File: src/rtl/wb_pkg.sv
// Shared types and widths for the writeback arbiter and its MDU result FIFO.
package wb_pkg;

    localparam int DATA_W = 32;
    localparam int ADDR_W = 5;

    typedef enum logic [1:0] {
        SRC_NONE = 2'd0,
        SRC_PIPE = 2'd1,
        SRC_MDU  = 2'd2
    } wb_src_e;

    // "reg" is a reserved word, so the register index field is reg_addr.
    typedef struct packed {
        logic [ADDR_W-1:0] reg_addr;
        logic [DATA_W-1:0] data;
    } wb_entry_t;

endpackage

File: src/rtl/wb_writeback_arbiter_fifo.sv
// wb_result_fifo: strict-order result queue with same-cycle read/write.
// Full and empty are told apart by the occupancy count, not by the pointers.
module wb_result_fifo
    import wb_pkg::*;
#(
    parameter int DEPTH = 2
) (
    input  logic                   clk_i,
    input  logic                   rst_n_i,
    input  logic                   wr_en_i,
    input  wb_entry_t              wr_entry_i,
    input  logic                   rd_en_i,
    output wb_entry_t              head_o,
    output logic [$clog2(DEPTH):0] count_o
);

    localparam int PTR_W = $clog2(DEPTH);
    localparam int CNT_W = PTR_W + 1;

    wb_entry_t        mem_q [DEPTH];
    logic [PTR_W-1:0] wr_ptr_q, wr_ptr_d;
    logic [PTR_W-1:0] rd_ptr_q, rd_ptr_d;
    logic [CNT_W-1:0] count_q, count_d;
    logic             wr_ok_s, rd_ok_s;

    // Qualify requests against occupancy and compute next pointers/count.
    always_comb begin
        wr_ok_s  = wr_en_i && (count_q < CNT_W'(DEPTH));
        rd_ok_s  = rd_en_i && (count_q != {CNT_W{1'b0}});
        wr_ptr_d = wr_ok_s ? (wr_ptr_q + PTR_W'(1)) : wr_ptr_q;
        rd_ptr_d = rd_ok_s ? (rd_ptr_q + PTR_W'(1)) : rd_ptr_q;
        if (wr_ok_s && !rd_ok_s) begin
            count_d = count_q + CNT_W'(1);
        end else if (!wr_ok_s && rd_ok_s) begin
            count_d = count_q - CNT_W'(1);
        end else begin
            count_d = count_q;
        end
    end

    // Pointer and occupancy state.
    always_ff @(posedge clk_i or negedge rst_n_i) begin
        if (!rst_n_i) begin
            wr_ptr_q <= {PTR_W{1'b0}};
            rd_ptr_q <= {PTR_W{1'b0}};
            count_q  <= {CNT_W{1'b0}};
        end else begin
            wr_ptr_q <= wr_ptr_d;
            rd_ptr_q <= rd_ptr_d;
            count_q  <= count_d;
        end
    end

    // Entry storage, cleared on reset so discarded results never reappear.
    always_ff @(posedge clk_i or negedge rst_n_i) begin
        if (!rst_n_i) begin
            for (int i = 0; i < DEPTH; i++) begin
                mem_q[i] <= '{reg_addr: {ADDR_W{1'b0}}, data: {DATA_W{1'b0}}};
            end
        end else if (wr_ok_s) begin
            mem_q[wr_ptr_q] <= wr_entry_i;
        end else begin
            mem_q[wr_ptr_q] <= mem_q[wr_ptr_q];
        end
    end

    assign head_o  = mem_q[rd_ptr_q];
    assign count_o = count_q;

endmodule

File: src/rtl/wb_writeback_arbiter.sv
// Register-file write port arbiter: MEM/WB pipeline results take the slot,
// MDU results are queued and drained into idle slots or forced in when full.
module wb_writeback_arbiter
    import wb_pkg::*;
#(
    parameter int DEPTH = 2
) (
    input  logic                   Clk,
    input  logic                   Reset_n,
    input  logic                   RegWrite_MEM,
    input  logic                   MemtoReg_MEM,
    input  logic [ADDR_W-1:0]      Write_Register_MEM,
    input  logic [DATA_W-1:0]      ALU_Result_MEM,
    input  logic [DATA_W-1:0]      Read_Data_MEM,
    input  logic                   MDU_Valid,
    input  logic [ADDR_W-1:0]      MDU_Register,
    input  logic [DATA_W-1:0]      MDU_Data,
    output logic                   MDU_Ready,
    output logic                   Pipe_Stall,
    output logic [ADDR_W-1:0]      Write_Register_WB,
    output logic [DATA_W-1:0]      Write_Data_WB,
    output logic                   RegWrite_WB,
    output logic [$clog2(DEPTH):0] Fifo_Count
);

    localparam int CNT_W = $clog2(DEPTH) + 1;

    logic [CNT_W-1:0]  fifo_count_s;
    wb_entry_t         fifo_head_s;
    wb_entry_t         mdu_entry_s;
    logic              fifo_full_s, fifo_empty_s;
    logic              pipe_req_s, enq_s, deq_s;
    wb_src_e           src_s;
    logic              wb_we_q, wb_we_d;
    logic [ADDR_W-1:0] wb_addr_q, wb_addr_d;
    logic [DATA_W-1:0] wb_data_q, wb_data_d;

    assign fifo_full_s  = (fifo_count_s == CNT_W'(DEPTH));
    assign fifo_empty_s = (fifo_count_s == {CNT_W{1'b0}});
    assign pipe_req_s   = RegWrite_MEM && (Write_Register_MEM != {ADDR_W{1'b0}});
    assign MDU_Ready    = !fifo_full_s;
    // Register-0 results finish the handshake but are dropped here.
    assign enq_s        = MDU_Valid && MDU_Ready && (MDU_Register != {ADDR_W{1'b0}});
    assign mdu_entry_s  = '{reg_addr: MDU_Register, data: MDU_Data};

    wb_result_fifo #(
        .DEPTH (DEPTH)
    ) u_fifo (
        .clk_i      (Clk),
        .rst_n_i    (Reset_n),
        .wr_en_i    (enq_s),
        .wr_entry_i (mdu_entry_s),
        .rd_en_i    (deq_s),
        .head_o     (fifo_head_s),
        .count_o    (fifo_count_s)
    );

    // Pick the write-port winner; a full FIFO pre-empts the pipeline once.
    always_comb begin
        src_s      = SRC_NONE;
        Pipe_Stall = 1'b0;
        if (fifo_full_s && pipe_req_s) begin
            src_s      = SRC_MDU;
            Pipe_Stall = 1'b1;
        end else if (pipe_req_s) begin
            src_s = SRC_PIPE;
        end else if (!fifo_empty_s) begin
            src_s = SRC_MDU;
        end else begin
            src_s = SRC_NONE;
        end
        deq_s = (src_s == SRC_MDU);
    end

    // Next value of the write-port register; address/data hold when idle.
    always_comb begin
        wb_we_d   = 1'b0;
        wb_addr_d = wb_addr_q;
        wb_data_d = wb_data_q;
        case (src_s)
            SRC_PIPE: begin
                wb_we_d   = 1'b1;
                wb_addr_d = Write_Register_MEM;
                wb_data_d = MemtoReg_MEM ? Read_Data_MEM : ALU_Result_MEM;
            end
            SRC_MDU: begin
                wb_we_d   = 1'b1;
                wb_addr_d = fifo_head_s.reg_addr;
                wb_data_d = fifo_head_s.data;
            end
            default: begin
                wb_we_d = 1'b0;
            end
        endcase
    end

    // Write-port output register.
    always_ff @(posedge Clk or negedge Reset_n) begin
        if (!Reset_n) begin
            wb_we_q   <= 1'b0;
            wb_addr_q <= {ADDR_W{1'b0}};
            wb_data_q <= {DATA_W{1'b0}};
        end else begin
            wb_we_q   <= wb_we_d;
            wb_addr_q <= wb_addr_d;
            wb_data_q <= wb_data_d;
        end
    end

    assign RegWrite_WB       = wb_we_q;
    assign Write_Register_WB = wb_addr_q;
    assign Write_Data_WB     = wb_data_q;
    assign Fifo_Count        = fifo_count_s;

endmodule

File: config.mk
export PLATFORM = sky130hd
export DESIGN_NAME = wb_writeback_arbiter
export DESIGN_NICKNAME = d
export VERILOG_FILES = /design/src/rtl/wb_pkg.sv /design/src/rtl/wb_writeback_arbiter_fifo.sv /design/src/rtl/wb_writeback_arbiter.sv
export SDC_FILE = /design/constraint.sdc
export NUM_CORES = 1
export LEC_CHECK = 0
export ABC_AREA = 1
export CAP_MARGIN = 20
export CORE_ASPECT_RATIO = 1.1
export CORE_MARGIN = 3
export CORE_UTILIZATION = 45
export CTS_CLUSTER_SIZE = 10
export DETAILED_ROUTE_END_ITERATION = 12
export PLACE_DENSITY_LB_ADDON = 0.15
export SKIP_CTS_REPAIR_TIMING = 1
export SLEW_MARGIN = 20
export SYNTH_ARGS = -nofsm -noshare
export SYNTH_HDL_FRONTEND = slang
export SYNTH_HIERARCHICAL = 1
export SYNTH_SLANG_ARGS = --single-unit
File: constraint.sdc
create_clock -name Clk -period 1.77 [get_ports Clk]
set_input_delay 0.354 -clock Clk [delete_from_list [all_inputs] [get_ports Clk]]
set_output_delay 0.354 -clock Clk [all_outputs]
set_load 0.01 [all_outputs]
Yosys cells after proc, flatten, opt, wreduce, memory -nomap -nowiden
Index checks and enable logic that the tools add are counted.

storage, ports and cells
  word-level logic and storage cells = 63
  input bits = 111
  output and inout port bits = 42
  flip-flop bits (word level) = 116

operators by class
  eq/ne operators = 3
  muxes and demuxes = 21
  $add $sub $neg = 4
  $lt $le $gt $ge = 4
  reduce and logical (&&, ||, !) cells = 19
  bitwise operators = 2

operator list
  operator               count
  $mux W37               7
  $bwmux W74             2
  $mux W74               1
  $pmux W32 S2           1
  $demux W37 S1          1
  $mux W32               1
  $mux W2                5
  $pmux W5 S2            1
  $reduce_bool A5 Y1     2
  $logic_and A1 B1 Y1    9
  $reduce_bool A2 Y1     3
  $eq A2 B2 Y1 const B   2
  $ge A2 B2 Y1 const B   2
  $not A1 Y2             2
  $logic_not A1 Y1       3
  $add A1 B1 Y1 const B  2
  $add A2 B1 Y2 const B  1
  $eq A2 B1 Y1 const B   1
  $logic_not A2 Y1       1
  $lt A2 B1 Y1 const B   1
  $lt A2 B2 Y1 const B   1
  $mux W1                2
  $reduce_or A2 Y1       1
  $sub A2 B1 Y2 const B  1

Longest topological paths before layout
  depth after elaboration = 9
  depth in mapped cells = 14
  depth with buffers taken out = 12

Hierarchy
Netlist, hierarchy kept.

modules (own cells, without submodules)
  module                sequential area each (um2)  cells each  area each (um2)  times used
  wb_result_fifo        1951.9                      424         3540.9           1
  wb_writeback_arbiter  950.9                       284         2486.1           1

Worst setup path before layout
Ideal clock, no wire load.

  kind = flip-flop to flip-flop
  start = register u_fifo.count_q[0], in the netlist u_fifo/count_o[0]
  end = register u_fifo.count_q[1], in the netlist u_fifo/count_o[1]
  setup slack = -0.233 ns
  required time = 1.653 ns
  stages on the path, launching flop included = 14
  setup time = 0.117 ns
  buffers on the path = 2
  clock period less this slack = 2.003 ns
  arrival = 1.885 ns
  cells stage by stage = dfrtp_1 > inv_1 > nand2_1 > nand3_1 > inv_1 > nand2_4 > buf_4 > buf_6 > inv_1 > ha_1 > inv_1 > nand3_1 > nand2_1 > nand2_1

between the ends
  elaborated cells on any way between the ends = 23
  classes of those cells = 2 x add/sub; 1 x order compare; 2 x eq/ne; 5 x mux; 13 x reduce/logical

RTL lines
  element                             line                             RTL
  start: declaration                  wb_writeback_arbiter_fifo.sv:23  logic [CNT_W-1:0] count_q, count_d;
  start signal: assignment            wb_writeback_arbiter_fifo.sv:46  count_q <= {CNT_W{1'b0}};
  start signal: assignment            wb_writeback_arbiter_fifo.sv:50  count_q <= count_d;
  $eq A2 B2 Y1 *                      wb_writeback_arbiter.sv:38       assign fifo_full_s = (fifo_count_s == CNT_W'(DEPTH));
  $logic_not A1 Y1 *                  wb_writeback_arbiter.sv:41       assign MDU_Ready = !fifo_full_s;
  via MDU_Ready                       wb_writeback_arbiter.sv:18       output logic MDU_Ready,
  $logic_and A1 B1 Y1 * (2 in a row)  wb_writeback_arbiter.sv:43       assign enq_s = MDU_Valid && MDU_Ready && (MDU_Register != {ADDR_W{1'b0}});
  via enq_s                           wb_writeback_arbiter.sv:32       logic pipe_req_s, enq_s, deq_s;
  $logic_and A1 B1 Y1 *               wb_writeback_arbiter_fifo.sv:28  wr_ok_s = wr_en_i && (count_q < CNT_W'(DEPTH));
  $logic_not A1 Y1                    wb_writeback_arbiter_fifo.sv:34  end else if (!wr_ok_s && rd_ok_s) begin
  $logic_and A1 B1 Y1                 wb_writeback_arbiter_fifo.sv:34
  $reduce_bool A2 Y1 (no line)        --

The timed path passes the listed nets; every way through them passes the cells marked *. The select of a mux whose other input is x is not followed.
A chain may end at the register's enable or synchronous reset.

Worst setup path after layout
  start = register u_fifo.count_q[0], in the netlist u_fifo/count_o[0]
  end = output Pipe_Stall

between the ends
  word-level cells in the longest chain between the ends = 3

RTL lines
  element              line                        RTL
  $eq A2 B2 Y1         wb_writeback_arbiter.sv:38
  $logic_and A1 B1 Y1  wb_writeback_arbiter.sv:62  if (fifo_full_s && pipe_req_s) begin
  $mux W1              wb_writeback_arbiter.sv:62
  end: declaration     wb_writeback_arbiter.sv:19  output logic Pipe_Stall,

No other way between the ends.

==> results.tsv <==
stage	metric	value	unit
floorplan	Rows	43	
floorplan	Core Area	0.0129	mm^2
setup_path	Slowest-stage cell, CP	dfrtp_2	
routing	Vias/cell	5.09	
yosys	mux cell area share after synthesis	0.0581	
yosys	Synth Area in Compound Gates	0.0955	
setup_path	Largest delay share family, worst path	flip-flops	
setup_path	crit end category	output pin	
routing	drt initial violations	440	
power_and_ir_drop	PwrDens	1740	mW/mm^2
routing	first drt pass iteration count	5	
final_layout	Ant. Diodes	0	
place	dpl cell area	0.00772	mm^2
routing	antenna viol nets, final	0	
timing	RSZ-0062 raised after global routing	true	
setup_path	Setup Crit Path Kind	flop to output pin	
timing	TNS Setup	0	ps
setup_path	CP cell instances	buf_4 > inv_2 > nand2_4 > nor2_1 > buf_2	
yosys	sequential area share after synthesis	0.482	
global_route	initial antenna violation count	0	
place	PortBufs	152	
floorplan	IO Count	153	
yosys	area leader, netlist	dfrtp_1	
run_status	status	completed	
final_layout	share of layout cells above drive strength 1	0.171	
place	DP Worst Slack	-301	ps
yosys	simple-gate share of the synthesized area	0.262	
routing	drc violations	0	
yosys	most frequent cell after synthesis	nand2_1	
timing	fin crit share	0.976	
floorplan	die width	116	um
final_layout	Nets	981	
place	Cells after DPL	1000	
job	Max-Cap Viols	0	
clocking	clock latency on the worst-skew pair	410	ps
setup_path	critical path depth	5	
timing	setup violators final	0	
yosys	combinational family with the most area after synthesis	simple AND/OR/NAND/NOR gates	
routing	Total Routed Length	16000	um
final_layout	Synth-to-Final Area Change	39.5	%
clocking	H-tree depth	4	
yosys	Post-Syn Nets	820	
final_layout	Final Cell Area	0.00841	mm^2
yosys	largest cells by area after synthesis	dfrtp_1, nand2_1, o21ai_0, nand3_1, mux2_2	
power_and_ir_drop	Power Total	14.6	mW
yosys	Synth Area in Adders	0.00208	
global_route	number of global-route vias before repair	5093	
yosys	Yosys cell types	31	
yosys	Synth top area share	0.482	
clocking	clk buf depth	2	
power_and_ir_drop	leak pwr	3.97	nW
global_route	first-pass GRT wire length	25200	um
yosys	Synth Area in XOR/XNOR	0.00291	
final_layout	Non-Filler Instances	1039	
setup_path	worst r2r path cells	12	
timing	final slew viol count	0	
yosys	Top FF cell, synth	dfrtp_1	
floorplan	Starting Density	0.469	
timing	Final Hold Vio Count	0	
timing	Max-slew headroom	0.638	
setup_path	CP startpoint kind	flop	
yosys	FF+latch count, synth	116	
global_route	total track usage	0.216	
clocking	Clock Pin Slew Worst Setup and Hold Paths	50	ps
setup_path	CP arrival	1370	ps
power_and_ir_drop	maximum vdd drop	0.000888	V
yosys	Post-synth EDFFs	0	
floorplan	chip height	127	um
worst_hold_path	Hold WC Path Type	primary input to asynchronous set/reset pin	
clocking	TritonCTS Buffers	17	
floorplan	die area	0.0148	mm^2
yosys	syn_area_per_cell	8.51	um^2
place	Detailed Place HPWL	11500	um
timing	Final min period	1730	ps
yosys	Syn. warnings	6	
setup_path	required time of the critical path	1420	ps
final_layout	Fillers	1095	
global_route	GRT overflow	0	
routing	DR vias	5290	
clocking	clock root buffer	clkbuf_16	
yosys	cell area after synthesis	0.00603	mm^2
global_route	largest net degree at the start of global routing	41	
setup_path	CP bufs+invs	3	
clocking	CTS tree	done	
timing	Final Skew	7.76	ps
timing	Max Clk Rate	0.579	GHz
routing	routed len/inst	15.4	um
yosys	FFs w/ async S/R, synth	1.00	
timing	Slew @ Worst Pin	543	ps
clocking	clk sink count	116	
yosys	Mapped Cells	708	
place	gpl congestion	0.839	
setup_path	CP max stage delay	430	ps
yosys	Synth top cells by count	nand2_1, dfrtp_1, o21ai_0	
timing	worst setup margin	42.3	ps
setup_path	CP Max Fanout	5	
[kinds of logic (layout without fill, tap and decap cells)]
| group | Yosys count | after routing |
|---|---|---|
| xor+xnor | 2 | 2 |
| fa+ha+maj | 1 | 1 |
| compound gates | 114 | 114 |
| mux | 32 | 32 |
| simple gates | 336 | 336 |
| buf+inv | 107 | 281 |
| flops | 116 | 116 |
[power by group]
group / internal (mW) / switching [mW]
sequential: 3.95 / 0.595
clock: 2.42 / 1.20
combinational: 2.73 / 3.76
total: 9.10 / 5.55
[flip-flops by register name, indices dropped and copies added, names as in the netlist]
register / cells
u_fifo/mem_q: 74
Write_Data_WB: 32
Write_Register_WB: 5
u_fifo/count_o: 2
RegWrite_WB: 1
u_fifo/rd_ptr_q: 1
u_fifo/wr_ptr_q: 1
[cell usage in the layout (no fill, tap or decap), types with 2 or more instances in the layout]
| master | count |
|---|---|
| nand3_1 | 55 |
| inv_6 | 2 |
| dlymetal6s2s_1 | 3 |
| clkdlybuf4s50_1 | 147 |
| clkinv_2 | 3 |
| clkbuf_16 | 17 |
| mux2_2 | 24 |
| dfrtp_1 | 113 |
| buf_4 | 27 |
| dfrtp_2 | 3 |
| nand3_2 | 20 |
| inv_1 | 56 |
| o21ai_0 | 72 |
| nor2_1 | 3 |
| bufinv_16 | 4 |
| nand2_4 | 4 |
| o211ai_1 | 2 |
| o21ai_1 | 40 |
| inv_2 | 5 |
| nand2_2 | 20 |
| clkinvlp_4 | 5 |
| clkbuf_8 | 2 |
| nand2_1 | 226 |
| nor2_4 | 2 |
| buf_12 | 7 |
| mux2i_1 | 8 |
[worst paths after layout]
path | start | endpoint | slack (ps)
worst min register to register | Write_Data_WB[25] | Write_Data_WB[25] | 480
min in group Clk | Write_Data_WB[25] | Write_Data_WB[25] | 480
worst max register to register | u_fifo/count_o[0] | u_fifo/count_o[1] | 80
worst max-delay path | u_fifo/count_o[0] | Pipe_Stall | 40
worst min-delay path | Reset_n | Write_Data_WB[23] | 460
max in group asynchronous | Reset_n | u_fifo/mem_q[59] | 660
[routing by layer]
| layer | share of wire | global-route usage | up-vias |
|---|---|---|---|
| met3 | 0.077 | 0.0379 | 15 |
| met5 | 0 | 0 | - |
| li1 | - | - | 2601 |
| met1 | 0.45 | 0.315 | 2471 |
| met4 | 0.011 | 0.0628 | 0 |
| met2 | 0.46 | 0.330 | 203 |
[per-stage QoR]
step                hold slack [ps]  utilization
floorplan                      58.4            -
finish                          459        0.654
global placement                348        0.600
global route                    497        0.654
detailed placement              350        0.600
CTS                           -85.5        0.650
[final cells by class]
cell class | instances | area, um^2 | area share
Clock inverter | 13 | 181 | 0.0216
Tap cell | 157 | 196 | 0.0234
Sequential cell | 116 | 2910 | 0.346
Timing Repair Buffer | 186 | 1870 | 0.222
Inverter | 63 | 246 | 0.0293
Multi-Input combinational cell | 485 | 2560 | 0.304
Clock buffer | 19 | 453 | 0.0539
(Power assumes the default switching activity.)
